--- config.mk ---
export PLATFORM = sky130hd
export DESIGN_NAME = iter_mul
export DESIGN_NICKNAME = d
export VERILOG_FILES = /design/src/rtl/iter_mul.sv
export SDC_FILE = /design/constraint.sdc
export NUM_CORES = 1
export LEC_CHECK = 0
export CAP_MARGIN = 20
export CORE_AREA = 5 5 154 156
export CTS_CLUSTER_SIZE = 25
export DETAILED_ROUTE_END_ITERATION = 6
export DIE_AREA = 0 0 159 161
export GPL_ROUTABILITY_DRIVEN = 1
export MAX_ROUTING_LAYER = met4
export PLACE_DENSITY_LB_ADDON = 0.1
export SLEW_MARGIN = 20
export SYNTH_ARGS = -nofsm -noshare
export SYNTH_HDL_FRONTEND = slang
export SYNTH_SLANG_ARGS = --single-unit
--- constraint.sdc ---
create_clock -name clk -period 10.8 [get_ports clk]
set_clock_uncertainty 0.15 [all_clocks]
set_input_delay 1.62 -clock clk [delete_from_list [all_inputs] [get_ports clk]]
set_output_delay 1.62 -clock clk [all_outputs]
set_load 0.01 [all_outputs]
--- src/rtl/iter_mul.sv ---
// iter_mul: iterative shift-add multiplier retiring RADIX_BITS multiplier bits per cycle.
// Latency: N+1 edges from accept to out_valid (N = WIDTH/RADIX_BITS); 1 edge for zero operands when skipping.
// Backpressure: one transaction in flight; in_ready low until the product is taken with out_ready.
// Optional feature macro: ITER_MUL_ZERO_SKIP_EN (zero operand bypasses RUN and completes at once).
module iter_mul #(
  parameter int WIDTH      = 32,
  parameter int RADIX_BITS = 2
) (
  input  logic                 clk,
  input  logic                 rst,
  input  logic                 in_valid,
  output logic                 in_ready,
  input  logic [WIDTH-1:0]     in_a,
  input  logic [WIDTH-1:0]     in_b,
  input  logic                 in_signed,
  output logic                 out_valid,
  input  logic                 out_ready,
  output logic [2*WIDTH-1:0]   out_p,
  output logic                 busy
);

  localparam int N  = WIDTH / RADIX_BITS;
  localparam int CW = (N > 1) ? $clog2(N) : 1;
  localparam logic [CW-1:0] LAST = CW'(N - 1);
  localparam int AW = 2 * WIDTH + RADIX_BITS;

  typedef enum logic [1:0] {
    IDLE = 2'd0,
    RUN  = 2'd1,
    DONE = 2'd2
  } state_t;

  state_t                      state;
  logic [CW-1:0]               cnt;
  logic [WIDTH-1:0]            mcand;
  // Upper WIDTH+RADIX_BITS bits hold the running sum; the low WIDTH bits start
  // as the multiplier and fill with finished product bits as it shifts out.
  logic [AW-1:0]               acc;
  logic                        neg;

  logic [WIDTH-1:0]            mag_a;
  logic [WIDTH-1:0]            mag_b;
  logic                        neg_in;
  logic [WIDTH+RADIX_BITS-1:0] pp;
  logic [WIDTH+RADIX_BITS-1:0] hi_sum;
  logic [AW-1:0]               acc_next;
  logic [2*WIDTH-1:0]          prod;

  // Operand magnitudes and result sign, plus one radix step of the shift-add datapath.
  always_comb begin
    mag_a    = (in_signed && in_a[WIDTH-1]) ? (~in_a + WIDTH'(1)) : in_a;
    mag_b    = (in_signed && in_b[WIDTH-1]) ? (~in_b + WIDTH'(1)) : in_b;
    neg_in   = in_signed && (in_a[WIDTH-1] ^ in_b[WIDTH-1]);
    pp       = {{RADIX_BITS{1'b0}}, mcand} * {{WIDTH{1'b0}}, acc[RADIX_BITS-1:0]};
    hi_sum   = acc[AW-1:WIDTH] + pp;
    acc_next = {hi_sum, acc[WIDTH-1:0]} >> RADIX_BITS;
    prod     = acc_next[2*WIDTH-1:0];
  end

  // Control FSM with registered handshake outputs and result register.
  always_ff @(posedge clk) begin
    if (rst) begin
      state     <= IDLE;
      in_ready  <= 1'b1;
      out_valid <= 1'b0;
      busy      <= 1'b0;
      out_p     <= '0;
      cnt       <= '0;
      mcand     <= '0;
      acc       <= '0;
      neg       <= 1'b0;
    end else begin
      case (state)
        IDLE: begin
          if (in_valid) begin
            mcand    <= mag_a;
            acc      <= {{(WIDTH + RADIX_BITS){1'b0}}, mag_b};
            neg      <= neg_in;
            cnt      <= '0;
            in_ready <= 1'b0;
            busy     <= 1'b1;
`ifdef ITER_MUL_ZERO_SKIP_EN
            if ((in_a == '0) || (in_b == '0)) begin
              state     <= DONE;
              out_valid <= 1'b1;
              out_p     <= '0;
            end else begin
              state <= RUN;
            end
`else
            state <= RUN;
`endif
          end
        end
        RUN: begin
          acc <= acc_next;
          cnt <= cnt + 1'b1;
          if (cnt == LAST) begin
            state     <= DONE;
            out_valid <= 1'b1;
            out_p     <= neg ? (~prod + (2 * WIDTH)'(1)) : prod;
          end
        end
        DONE: begin
          if (out_ready) begin
            state     <= IDLE;
            out_valid <= 1'b0;
            in_ready  <= 1'b1;
            busy      <= 1'b0;
          end
        end
        default: begin
          state     <= IDLE;
          in_ready  <= 1'b1;
          out_valid <= 1'b0;
          busy      <= 1'b0;
        end
      endcase
    end
  end

endmodule
==> results.txt, run 1 <==
The post-synth net total is 1,734. After clock tree synthesis, the repair step resized 0 gates. The TritonCTS clock tree is built.

The hold violation total from the final report came to 0. The synthesized netlist devotes 23.6% of its cell area to compound gates. For this run, the leading register cell type out of synthesis is sky130_fd_sc_hd__dfxtp_1.

The class of the tightest hold or removal check is register to register. From bottom edge to top edge, the die measures 161 um. After synthesis, the largest family of logic cells by area is compound AO/OA/AOI/OAI gates. Clock-pin slew was measured on the worst setup and hold paths at about 0.07 ns. After clock tree synthesis, the setup repair step added 0 buffers. The clock buffer count from CTS came out at 17.

The via count of the first global-routing pass came to ~10,000. In the routed layout, each cell is associated on average with a via count of about 5.9. The global placer's final weighted congestion came out at 0.991. The starting DRC count in detailed routing came out at roughly 1,100. The insertion delay of the later-clocked pin in the worst-skew pair came out at 0.44 ns.

The width of the chip came out at roughly 160 um. The number of slew-limit violations in the final report is 0. The clock passes through at most 2 buffers.

Yosys attributes the largest share of cell area to sky130_fd_sc_hd__dfxtp_1 28%, sky130_fd_sc_hd__nand2_1 6.6%, sky130_fd_sc_hd__xor2_1 6.0%. CTS saw 170 sinks. The sequential share of the synthesized area came out at around 28%. The die covers 25,600 sq um. After synthesis, the share of cell area in mux cells is 0.790%. The netlist area before placement is 12,000 sq um. Leaving out fill and tap cells, the most frequent cell in the layout is sky130_fd_sc_hd__nand2_1.

Relative to the synthesized area, the layout overhead comes to 16.6%. The final antenna-violating net count came out at 0. The total number of vias came out at 11,508. The kind of capture point of the worst setup path is a register.

The number of warnings printed during yosys synthesis came out at 0. In this run the standard cell core region covers 22,200 sq um. For this run, design rule violations remaining after detail routing come to 0. The layout net count is about 1,800. The number of synthesized register bits came out at 170. The critical path in this run is classified as register to register. Measured on the finished design, the core utilization comes to ~63%. Of the total synthesized cell area, the portion taken by AND, OR, NAND and NOR gates is 22.2%. The setup TNS came out at 0 ns. The H-tree was split into 4 levels. The static leakage is 5.30 nW. The required time of the worst setup path is approximately 11 ns. The post-synthesis cell type with the largest combined area is sky130_fd_sc_hd__dfxtp_1. The share of layout cells above drive strength 1 is 4.14%. The starting utilization of the core area is 54.1%. The synthesized instance count came out at approximately 1,600. The tool flagged a number of max-cap violations equal to 0. The cell count after placement came out at 1,921. In the layout the commonest cells are 210 x sky130_fd_sc_hd__nand2_1, 167 x sky130_fd_sc_hd__dfxtp_1, 163 x sky130_fd_sc_hd__nor2_1.

The first detailed-routing pass ran for 5 iterations. The maximum fanout encountered on the critical timing path is 33. The wire length reported by the detailed router came out at ~34 mm. The global-route wire length before repair came out at 55.3 mm.

Data arrives at the worst endpoint at approximately 5.5 ns. The category of the worst setup path launch point is a register. The number of core rows came out at 55. The number of enable-type register cells in the synthesized netlist came out at 0. Of the available clock period, the critical path in the final layout requires between 40% and 50%.

The run finished with clean final reports. The overall global routing resource usage is 26.6%. The HPWL after detailed placement is roughly 26 mm. Setup repair after global routing left no endpoint under its margin.

The area used by multi-input combinational logic came out at 7860 sq um. The total grt overflow came out at 0. The number of distinct library cells after synthesis is 72. The normalized max-slew margin came out at 36.4%.

VDD sags by at most 73.0 uV. The fraction of the mapped netlist area in adder cells is 9.17%. The proportion of synthesized flip-flops having asynchronous set or reset came out at 0%. The number of port buffers came out at about 140. The tree is rooted in a sky130_fd_sc_hd__clkbuf_16. The number of endpoints failing setup at the final stage is 0. Static timing analysis puts the maximum clock frequency at between 150 and 200 MHz. The synthesized netlist devotes 9.24% of its cell area to XOR and XNOR gates. The area share of the largest cell type after synthesis is 28.3%.

The post-layout minimum cycle time is 5.33 ns. The power density over the cells came out at ~110 nW/um^2. Across the whole layout, storage elements account for 3410 sq um. The transition time at the pin with the least slew margin came out at 0.954 ns. The pin count of the biggest net entering global routing is 93.

For this design, the CTS-stage hold fixing added 0 buffers. The routed length per placed instance came out at 17.5 um. The synthesized area per cell is 7.54 sq um. The number of fill cells came out at between 2,000 and 2,500. The number of diodes came out at 0. The number of antenna violations at the first check in global routing came out at 0. The count of pins on the block boundary is 136.

The post-layout instance count excluding filler cells is 1,953.
## final timing paths
check | from | end | slack, ns | cells past startpoint
worst max-delay path | acc[1]$_SDFFE_PP0P_ | out_p[63]$_SDFFE_PP0P_ | 5.47 | 15
worst min-delay path | out_p[44]$_SDFFE_PP0P_ | out_p[44]$_SDFFE_PP0P_ | 0.30 | 2
worst max register to register | acc[1]$_SDFFE_PP0P_ | out_p[63]$_SDFFE_PP0P_ | 5.47 | 15
worst min register to register | out_p[44]$_SDFFE_PP0P_ | out_p[44]$_SDFFE_PP0P_ | 0.30 | 2
## registers in the layout, summed over array words and instances, names as in the netlist
signal / count
out_valid: 1
state: 2
busy: 1
out_p: 64
neg: 1
mcand: 32
in_ready: 1
acc: 64
cnt: 4
## cell type report
class / count / share of cell area, %
Clock inverter: 13 / 1.12
Clock buffer: 19 / 3.16
Timing Repair Buffer: 144 / 10.1
Multi-Input combinational cell: 1218 / 56.0
Inverter: 104 / 2.78
Sequential cell: 170 / 24.3
Tap cell: 285 / 2.54
## layer usage
| layer | GRT usage (%) | vias to the layer above | routed length (um) |
|---|---|---|---|
| met3 | 4.75 | 36 | 2930 |
| met1 | 41.7 | 5324 | 17200 |
| met4 | 4.65 | 0 | 266 |
| li1 | - | 5717 | - |
| met2 | 35.9 | 431 | 13700 |
| met5 | - | - | 0 |
## cell usage after synthesis, types with 24 or more instances
cell                       instances
sky130_fd_sc_hd__a211oi_1         76
sky130_fd_sc_hd__a21oi_1         135
sky130_fd_sc_hd__a22oi_1          31
sky130_fd_sc_hd__clkbuf_1         94
sky130_fd_sc_hd__dfxtp_1         170
sky130_fd_sc_hd__fa_1             32
sky130_fd_sc_hd__ha_1             37
sky130_fd_sc_hd__inv_1           103
sky130_fd_sc_hd__nand2_1         210
sky130_fd_sc_hd__nand3_1          50
sky130_fd_sc_hd__nor2_1          165
sky130_fd_sc_hd__o21ai_0          62
sky130_fd_sc_hd__o31ai_1          25
sky130_fd_sc_hd__or3_1            24
sky130_fd_sc_hd__xnor2_1          45
sky130_fd_sc_hd__xor2_1           82
## cells by family after synthesis
logic type / count (synthesis)
muxes: 9
DFF: 170
adders and majority gates: 69
buffers and inverters: 208
xor gates and xnor gates: 127
AOI/OAI and AO/OA: 434
and+or+nand+nor: 579
## power breakdown
group          leakage [nW]  internal [mW]  switching [mW]
logic                  3.63          0.111           0.171
registers              1.38          0.650          0.0347
clock network         0.290          0.354           0.282
total                  5.30           1.11           0.487
## per-stage QoR
step / cell area [sq um] / total power, mW / hold WS, ns / setup WS, ns
after global placement: 13400 / 0.972 / 0.288 / 5.24
after detailed placement: 13400 / 0.975 / 0.295 / 5.16
after floorplan: 12000 / 0.883 / 0.290 / 6.25
final: 14000 / 1.60 / 0.300 / 5.47
after global routing: 14000 / 1.67 / 0.327 / 5.03
after CTS: 14000 / 1.61 / 0.304 / 5.15
## worst max-delay path, stage by stage, from the launching register on
cell and delay [ns]:
sky130_fd_sc_hd__dfxtp_2 0.73, sky130_fd_sc_hd__and2_1 0.24, sky130_fd_sc_hd__fa_1 0.43, sky130_fd_sc_hd__ha_1 0.24, sky130_fd_sc_hd__fa_1 0.41, sky130_fd_sc_hd__a21o_1 0.23
sky130_fd_sc_hd__a221o_1 0.37, sky130_fd_sc_hd__a21oi_1 0.37, sky130_fd_sc_hd__o22ai_1 0.17, sky130_fd_sc_hd__nor2_1 0.15, sky130_fd_sc_hd__xor2_1 0.40, sky130_fd_sc_hd__nand3b_1 0.20
sky130_fd_sc_hd__or4_1 0.63, sky130_fd_sc_hd__o2111ai_1 0.22, sky130_fd_sc_hd__o31a_1 0.16, sky130_fd_sc_hd__a31oi_1 0.07
Power figures use the tool's default switching activity.
==> inputs of run 2 (changes only) <==
CORE_AREA = 5 5 159 161   (was 5 5 154 156)
DIE_AREA = 0 0 164 166   (was 0 0 159 161)
clock period = 4.4 ns   (was 10.8 ns; I/O delays follow)
==> run 2 against run 1 <==
  * Cell count rose by 8.2%
  * Sequential cell count did not move
  * Largest power group unchanged
  * Critical endpoint is now out_p[61]$_SDFFE_PP0P_
  * Cell area rose by 10%
  * The run now ends with setup timing left
  * Critical path depth fell by 1
  * Fmax rose by 20%
  * Total power rose to 2.5 times the previous value
  * Highest routed layer unchanged
==> results.txt, run 2 (synthesized netlist as in run 1, its figures left out) <==
The maximum fanout encountered on the critical timing path is 4 (-88%). The fraction of the cycle the final worst path needs is 100% (+51 points). The final antenna-violating net count came out at 0 (unchanged). The starting utilization of the core area is 50.5% (-3.6 points). The tightest min-delay check is of the register to register type. The total number of vias came out at 12,027 (+4.5%). The hold violation total from the final report came out at 0 (unchanged). The number of sinks handled by clock tree synthesis is 170 (unchanged). The number of DRC violations after detailed routing is 0 (unchanged). The maximum number of buffers from clock root to sink is 2 (unchanged). The area of all sequential standard cells is 3410 sq um (+0.11%). The clock buffer count from CTS is 17 (unchanged).

The kind of capture point of the worst setup path is a register. The power density over the cells is 264 nW/um^2 (+130%). The signal on the critical path passes through and2_4, fa_1, ha_2, fa_2, or3_4, or4_4, nor2_4, and4_4, o211ai_1, or2_4, o41ai_4, buf_4, a211oi_1, a311o_1.

The overall die height came out at 166 um (+3.1%). The setup path with the least slack is of type register to register. The via count of the first global-routing pass came out at 11,141 (+6.7%). The slowest stage of the critical path is the sky130_fd_sc_hd__fa_1 cell. STA classifies the critical path startpoint as a register. The number of levels in the clock H-tree came out at 4 (unchanged). The number of port buffers came out at 135 (unchanged). The transition time at the pin with the least slew margin came out at 0.922 ns (-0.0329 ns).

The normalized max-slew margin is 38.6% (+2.2 points). Leaving out fill and tap cells, the most frequent cell in the layout is sky130_fd_sc_hd__nand2_1. The insertion delay of the later-clocked pin in the worst-skew pair is 0.44 ns (about the same). The largest registers in the layout are acc (64), out_p (64), mcand (32). The pin count of the biggest net entering global routing is 93 (unchanged). The number of fill cells came out at 2,162 (+5.4%). The area used by multi-input combinational logic is 8280 sq um (+5.4%). TritonCTS built the clock tree.

The global-route wire length before repair came to 57.8 mm (+4.5%). The count of pins on the block boundary came out at 136 (unchanged). The total of hold buffers inserted after clock tree synthesis is 0 (unchanged). The cell count after placement is 2,072 (+7.9%). The required time of the worst setup path is 4.58 ns (-6.36 ns). In the layout the commonest cells are 208 x sky130_fd_sc_hd__nand2_1, 166 x sky130_fd_sc_hd__dfxtp_1, 158 x sky130_fd_sc_hd__nor2_1. The global placer's final weighted congestion is 0.961 (-3.1%).

Setup repair after global routing could not meet its margin everywhere. The maximum vdd drop is 235 uV (+220%). Relative to the synthesized area, the layout overhead comes to 28.7%. The fmax came out at 226 MHz (+20%). The layout net count is 1,914 (+6.7%). Clock tree synthesis selected as its root buffer the cell sky130_fd_sc_hd__clkbuf_16. The number of core rows is 57 (+3.6%). The total grt overflow came out at 0 (unchanged). The static leakage is 5.96 nW (+12%). The overall global routing resource usage is 26.8% (+0.16 points). The number of detailed-route iterations in the first pass is 5 (unchanged). The checks that failed: setup timing. The placed wire-length estimate came out at 27.5 mm (+6.2%). The final core utilization is 65.0% (+1.9 points). The starting DRC count in detailed routing is 1,105 (-3.3%). The wire length reported by the detailed router is 36.7 mm (+7.4%). The width of the chip is 164 um (+3.1%). The number of antenna violations at the first check in global routing was 1 (+1).

The post-layout instance count excluding filler cells came out at 2,114 (+8.2%). The clock slew at the register clock pins of the worst setup and hold paths came out at 0.08 ns (about the same). The number of slew-limit violations in the final report is 0 (unchanged). The die area came out at 27,200 sq um (+6.3%). The flow ran to the end, but the final reports show violations.

The area of the core region is 23,800 sq um (+7.2%). The routed length per placed instance is 17.3 um (-0.82%). The post-layout minimum cycle time came out at 4.42 ns (-0.905 ns).

The final setup slack of the worst path is -0.0206 ns (-5.50 ns). The longest individual stage delay on the worst path came out at 0.53 ns (-0.20 ns). The setup TNS came out at -0.0206 ns (-0.0206 ns).

The share of layout cells above drive strength 1 is 14.6% (+10 points). The arrival time reported for the critical path endpoint is 4.60 ns (-0.87 ns). The count of max-cap constraint violations came out at 0 (unchanged). The number of endpoints failing setup at the final stage is 1 (+1). The detail-routed via count per cell is 5.69 (-3.4%).
[run 2: cell types whose count changed in the layout (fill, tap and decap cells not counted), sizes merged]
| cell | before | now |
|---|---|---|
| buf | 10 | 130 |
| clkbuf | 19 | 21 |
| clkinv | 5 | 3 |
| diode | 0 | 1 |
| inv | 108 | 109 |
[run 2: report_power, final]
part           total, mW  leakage [nW]  internal, mW  switching (mW)
clock               1.57         0.282         0.857           0.710
combinational      0.846          4.29         0.371           0.475
sequential          1.67          1.38          1.59          0.0763
total               4.08          5.96          2.82            1.26
[run 2: metrics by stage]
stage	hold WS (ns)	power, mW	cell area, sq um	worst slack (ns)
3_3_place_gp	0.289	2.47	14400	-0.0548
2_1_floorplan	0.290	2.17	12000	0.00370
4_1_cts	0.304	4.05	15100	0.0000635
3_5_place_dp	0.296	2.48	14400	-0.193
6_report	0.300	4.08	15500	-0.0206
5_1_grt	0.333	4.25	15500	-0.142
[run 2: repair_timing]
| item | 4_1_cts | 5_1_grt |
|---|---|---|
| buffers inserted | 0 | 8 |
| endpoints found under the setup margin | 11 | 15 |
| pin swaps | 16 | 31 |
| cloned | 0 | 1 |
| gates resized for setup | 30 | 62 |
[run 2: worst max-delay path, delay by kind of cell, from the launching register on]
kind | cells | cell delay (ns)
and+or+nand+nor | 6 | 1.64
adders and majority gates | 3 | 1.17
buffers and inverters | 1 | 0.18
DFF | 1 | 0.36
AOI/OAI and AO/OA | 4 | 0.83
[run 2: worst paths after layout]
kind / startpoint / end / depth (start not counted) / slack, ns
setup / recovery: acc[1]$_SDFFE_PP0P_ / out_p[61]$_SDFFE_PP0P_ / 14 / -0.02
hold / removal: out_p[36]$_SDFFE_PP0P_ / out_p[36]$_SDFFE_PP0P_ / 2 / 0.30
hold reg to reg: out_p[36]$_SDFFE_PP0P_ / out_p[36]$_SDFFE_PP0P_ / 2 / 0.30
setup reg to reg: acc[1]$_SDFFE_PP0P_ / out_p[61]$_SDFFE_PP0P_ / 14 / -0.02
[run 2: area by class of cell]
type | count | share of cell area (%)
inverters | 104 | 2.52
diodes | 1 | 0.0162
flip-flops and latches | 170 | 22.0
clock inverters | 12 | 0.985
well taps | 324 | 2.62
clock buffers | 20 | 2.82
multi-input cells | 1218 | 53.5
repair buffers | 265 | 15.6
[run 2: metal layers]
metal	track usage (%)	vias up	wire length, um
li1	-	5966	-
met1	40.7	5564	17900
met2	36.1	456	15000
met3	5.93	41	3220
met4	5.98	0	544
met5	-	-	0
==> inputs of run 3 (changes only) <==
MAX_ROUTING_LAYER = default   (was met4)
==> run 3 against run 2 <==
  * The flow still finishes with violations (setup timing)
  * Utilization rose by 0.80 points
  * Clock power down 6%
  * Cell count rose by 0.38%
  * Setup slack got worse by 0.020 ns
  * Critical path depth grew 4
==> results.txt, run 3 (synthesized netlist as in run 1, its figures left out) <==
The run finished, with violations left. The final reports fail on setup timing. The area of the core region is 23,800 sq um (unchanged). The wire length reported by the detailed router came to 36.5 mm (-0.54%).

The number of port buffers is 135 (unchanged). The fmax was 225 MHz (-0.46%). The placed wire-length estimate came out at 27.2 mm (-1.3%).

The routed length per placed instance came out at 17.2 um (-0.91%). The post-layout minimum cycle time is 4.44 ns (+0.0204 ns). In the layout the commonest cells are 210 x sky130_fd_sc_hd__nand2_1, 166 x sky130_fd_sc_hd__dfxtp_1, 158 x sky130_fd_sc_hd__nor2_1. The power density over the cells came to 256 nW/um^2 (-2.8%).

The net load switching power is 1.28 mW (+1.2%). The tree is rooted in a sky130_fd_sc_hd__clkbuf_16. The die area is 27,200 sq um (unchanged). The cell count after placement was 2,072 (unchanged). The overall global routing resource usage is 26.0% (-0.82 points). The critical path goes through and2_4, fa_1, ha_2, fa_2, a21o_1, a221o_2, a21oi_4, buf_12, o21ai_2, xnor2_2, nand4_1, buf_4, or3_4, buf_4, nor2_2, a21o_1, xnor2_1, a21oi_1. The starting utilization of the core area was 50.5% (unchanged). The layout net count was 1,923 (+0.47%). The worst hold slack after final layout is 0.300 ns (+0.000808 ns).

The detail-routed via count per cell is 5.71 (+0.44%). TritonCTS built the clock tree. The overall die height came out at 166 um (unchanged). The static leakage came to 6.05 nW (+1.7%).

The number of endpoints failing setup at the final stage came out at 3 (+2). The largest registers in the layout are acc (64), out_p (64), mcand (32). The share of layout cells above drive strength 1 came out at 15.3% (+0.71 points).

The number of slew-limit violations in the final report is 0 (unchanged). The required time of the worst setup path is 4.54 ns (-0.04 ns). The signed area change from the synthesized netlist to the final layout is 30.3%. The largest individual stage delay along the critical path comes from the cell sky130_fd_sc_hd__fa_1. The worst setup path is captured at a register.

The setup TNS was -0.0831 ns (-0.0625 ns). The final antenna-violating net count came out at 0 (unchanged). The count of max-cap constraint violations is 0 (unchanged). The number of antenna violations at the first check in global routing is 0 (-1).

The fraction of the cycle the final worst path needs came out at 101% (+0.46 points). The final setup slack of the worst path is -0.0410 ns (-0.0204 ns). The via count of the first global-routing pass came out at 11,162 (+0.19%). The number of core rows is 57 (unchanged). The pin count of the biggest net entering global routing is 150 (+61%). The starting DRC count in detailed routing was 1,180 (+6.8%).

The total grt overflow came out at 0 (unchanged). The total number of vias came out at 12,126 (+0.82%). The arrival time reported for the critical path endpoint is 4.58 ns (-0.02 ns). The number of DRC violations after detailed routing was 0 (unchanged). The global-route wire length before repair came to 57.8 mm (about the same). The normalized max-slew margin came out at 39.9% (+1.3 points). The share of total power in sequential cells is 41.6% (+0.7 points).

The overall power of the completed layout was 4.02 mW (-1.6%). The transition time at the pin with the least slew margin came out at 0.901 ns (-0.0201 ns). The post-layout instance count excluding filler cells is 2,122 (+0.38%). The fraction of power consumed by the clock network is 36.9% (-1.5 points). The combinational cell fraction of total power came out at 21.5% (+0.8 points). The placed instance area came out at 14,400 sq um (about the same). The number of fill cells came out at 2,160 (-0.093%). The total of hold buffers inserted after clock tree synthesis came to 0 (unchanged). The longest individual stage delay on the worst path is 0.48 ns (-0.05 ns). The count of pins on the block boundary is 136 (unchanged).

The final design instance area without fill is 15,700 sq um (+1.2%). The number of detailed-route iterations in the first pass was 5 (unchanged). The clock buffer count from CTS came out at 17 (unchanged). The post-placement setup slack came out at -0.129 ns (+0.0645 ns). The type of the setup path with the least slack is register to register. The maximum vdd drop came to 215 uV (-8.5%). The clock slew at the register clock pins of the worst setup and hold paths came to 0.07 ns (about the same).

STA classifies the critical path startpoint as a register. The final core utilization is 65.8% (+0.80 points). The number of sinks handled by clock tree synthesis is 170 (unchanged). The insertion delay of the later-clocked pin in the worst-skew pair was 0.44 ns (about the same). The min-delay analysis places its worst path in the category register to register. The number of diodes is 0 (-1).

The global placer's final weighted congestion was 0.939 (-2.3%). The number of levels in the clock H-tree came out at 4 (unchanged). The library cell used most frequently in the layout, excluding fill and tap cells, is sky130_fd_sc_hd__nand2_1.

The maximum number of buffers from clock root to sink came out at 2 (unchanged). Setup repair after global routing could not meet its margin everywhere. The internal power consumption came out at 2.74 mW (-2.8%). The hold violation total from the final report is 0 (unchanged). The width of the chip came out at 164 um (unchanged).

The maximum fanout encountered on the critical timing path came out at 5 (+1). The net switching fraction of the power is 31.8% (+0.88 points).
## run 3: changes by cell type in the layout (fill, tap and decap cells not counted), moves of 3 or more
cell / delta
sky130_fd_sc_hd__a211oi_1: -4
sky130_fd_sc_hd__a211oi_2: +4
sky130_fd_sc_hd__buf_12: +5
sky130_fd_sc_hd__buf_4: +3
sky130_fd_sc_hd__clkbuf_1: -3
sky130_fd_sc_hd__clkinv_2: +3
sky130_fd_sc_hd__inv_6: +4
sky130_fd_sc_hd__o21ai_1: -3
sky130_fd_sc_hd__o21ai_2: +3
## run 3: power by group through the flow
stage          Combinational (mW)  Sequential, mW  Clock [mW]
2_1_floorplan               0.498            1.67           0
3_3_place_gp                0.768            1.70           0
3_5_place_dp                0.778            1.70           0
4_1_cts                     0.791            1.67        1.50
5_1_grt                     0.944            1.68        1.57
6_report                    0.864            1.67        1.48
## run 3: repair_timing
action	4_1_cts	5_1_grt
pin swaps	5	48
cloned	0	3
resized for setup	22	78
setup buffers	2	13
endpoints found under the setup margin	9	17
## run 3: layout make-up
| class | count | area [sq um] | area share (%) |
|---|---|---|---|
| clock inverters | 14 | 126 | 0.806 |
| repair buffers | 274 | 2570 | 16.4 |
| well taps | 324 | 405 | 2.59 |
| flip-flops and latches | 170 | 3410 | 21.8 |
| clock buffers | 18 | 439 | 2.80 |
| inverters | 104 | 390 | 2.49 |
| multi-input cells | 1218 | 8330 | 53.1 |
## run 3: worst paths after layout
check / start / to / slack, ns / depth (start not counted)
min reg2reg: out_p[29]$_SDFFE_PP0P_ / out_p[29]$_SDFFE_PP0P_ / 0.30 / 2
min: out_p[29]$_SDFFE_PP0P_ / out_p[29]$_SDFFE_PP0P_ / 0.30 / 2
max: acc[0]$_SDFFE_PP0P_ / out_p[58]$_SDFFE_PP0P_ / -0.04 / 18
max reg2reg: acc[0]$_SDFFE_PP0P_ / out_p[58]$_SDFFE_PP0P_ / -0.04 / 18
## run 3: layer usage
layer / up-vias / part of all wire, % / global-route usage (%)
met5: - / 0 / 0
met4: 0 / 1.0 / 4.96
met3: 30 / 8.6 / 5.96
met2: 437 / 41 / 36.5
met1: 5673 / 49 / 40.6
li1: 5986 / - / -
## run 3: critical path, delay by kind of cell, from the launching register on
| kind | cells | cell delay [ns] |
|---|---|---|
| AO/OA/AOI/OAI | 6 | 1.18 |
| XOR/XNOR | 2 | 0.29 |
| flip-flops | 1 | 0.38 |
| buffers and inverters | 3 | 0.51 |
| AND/OR/NAND/NOR | 4 | 0.77 |
| adder cells (fa/ha/maj) | 3 | 1.03 |
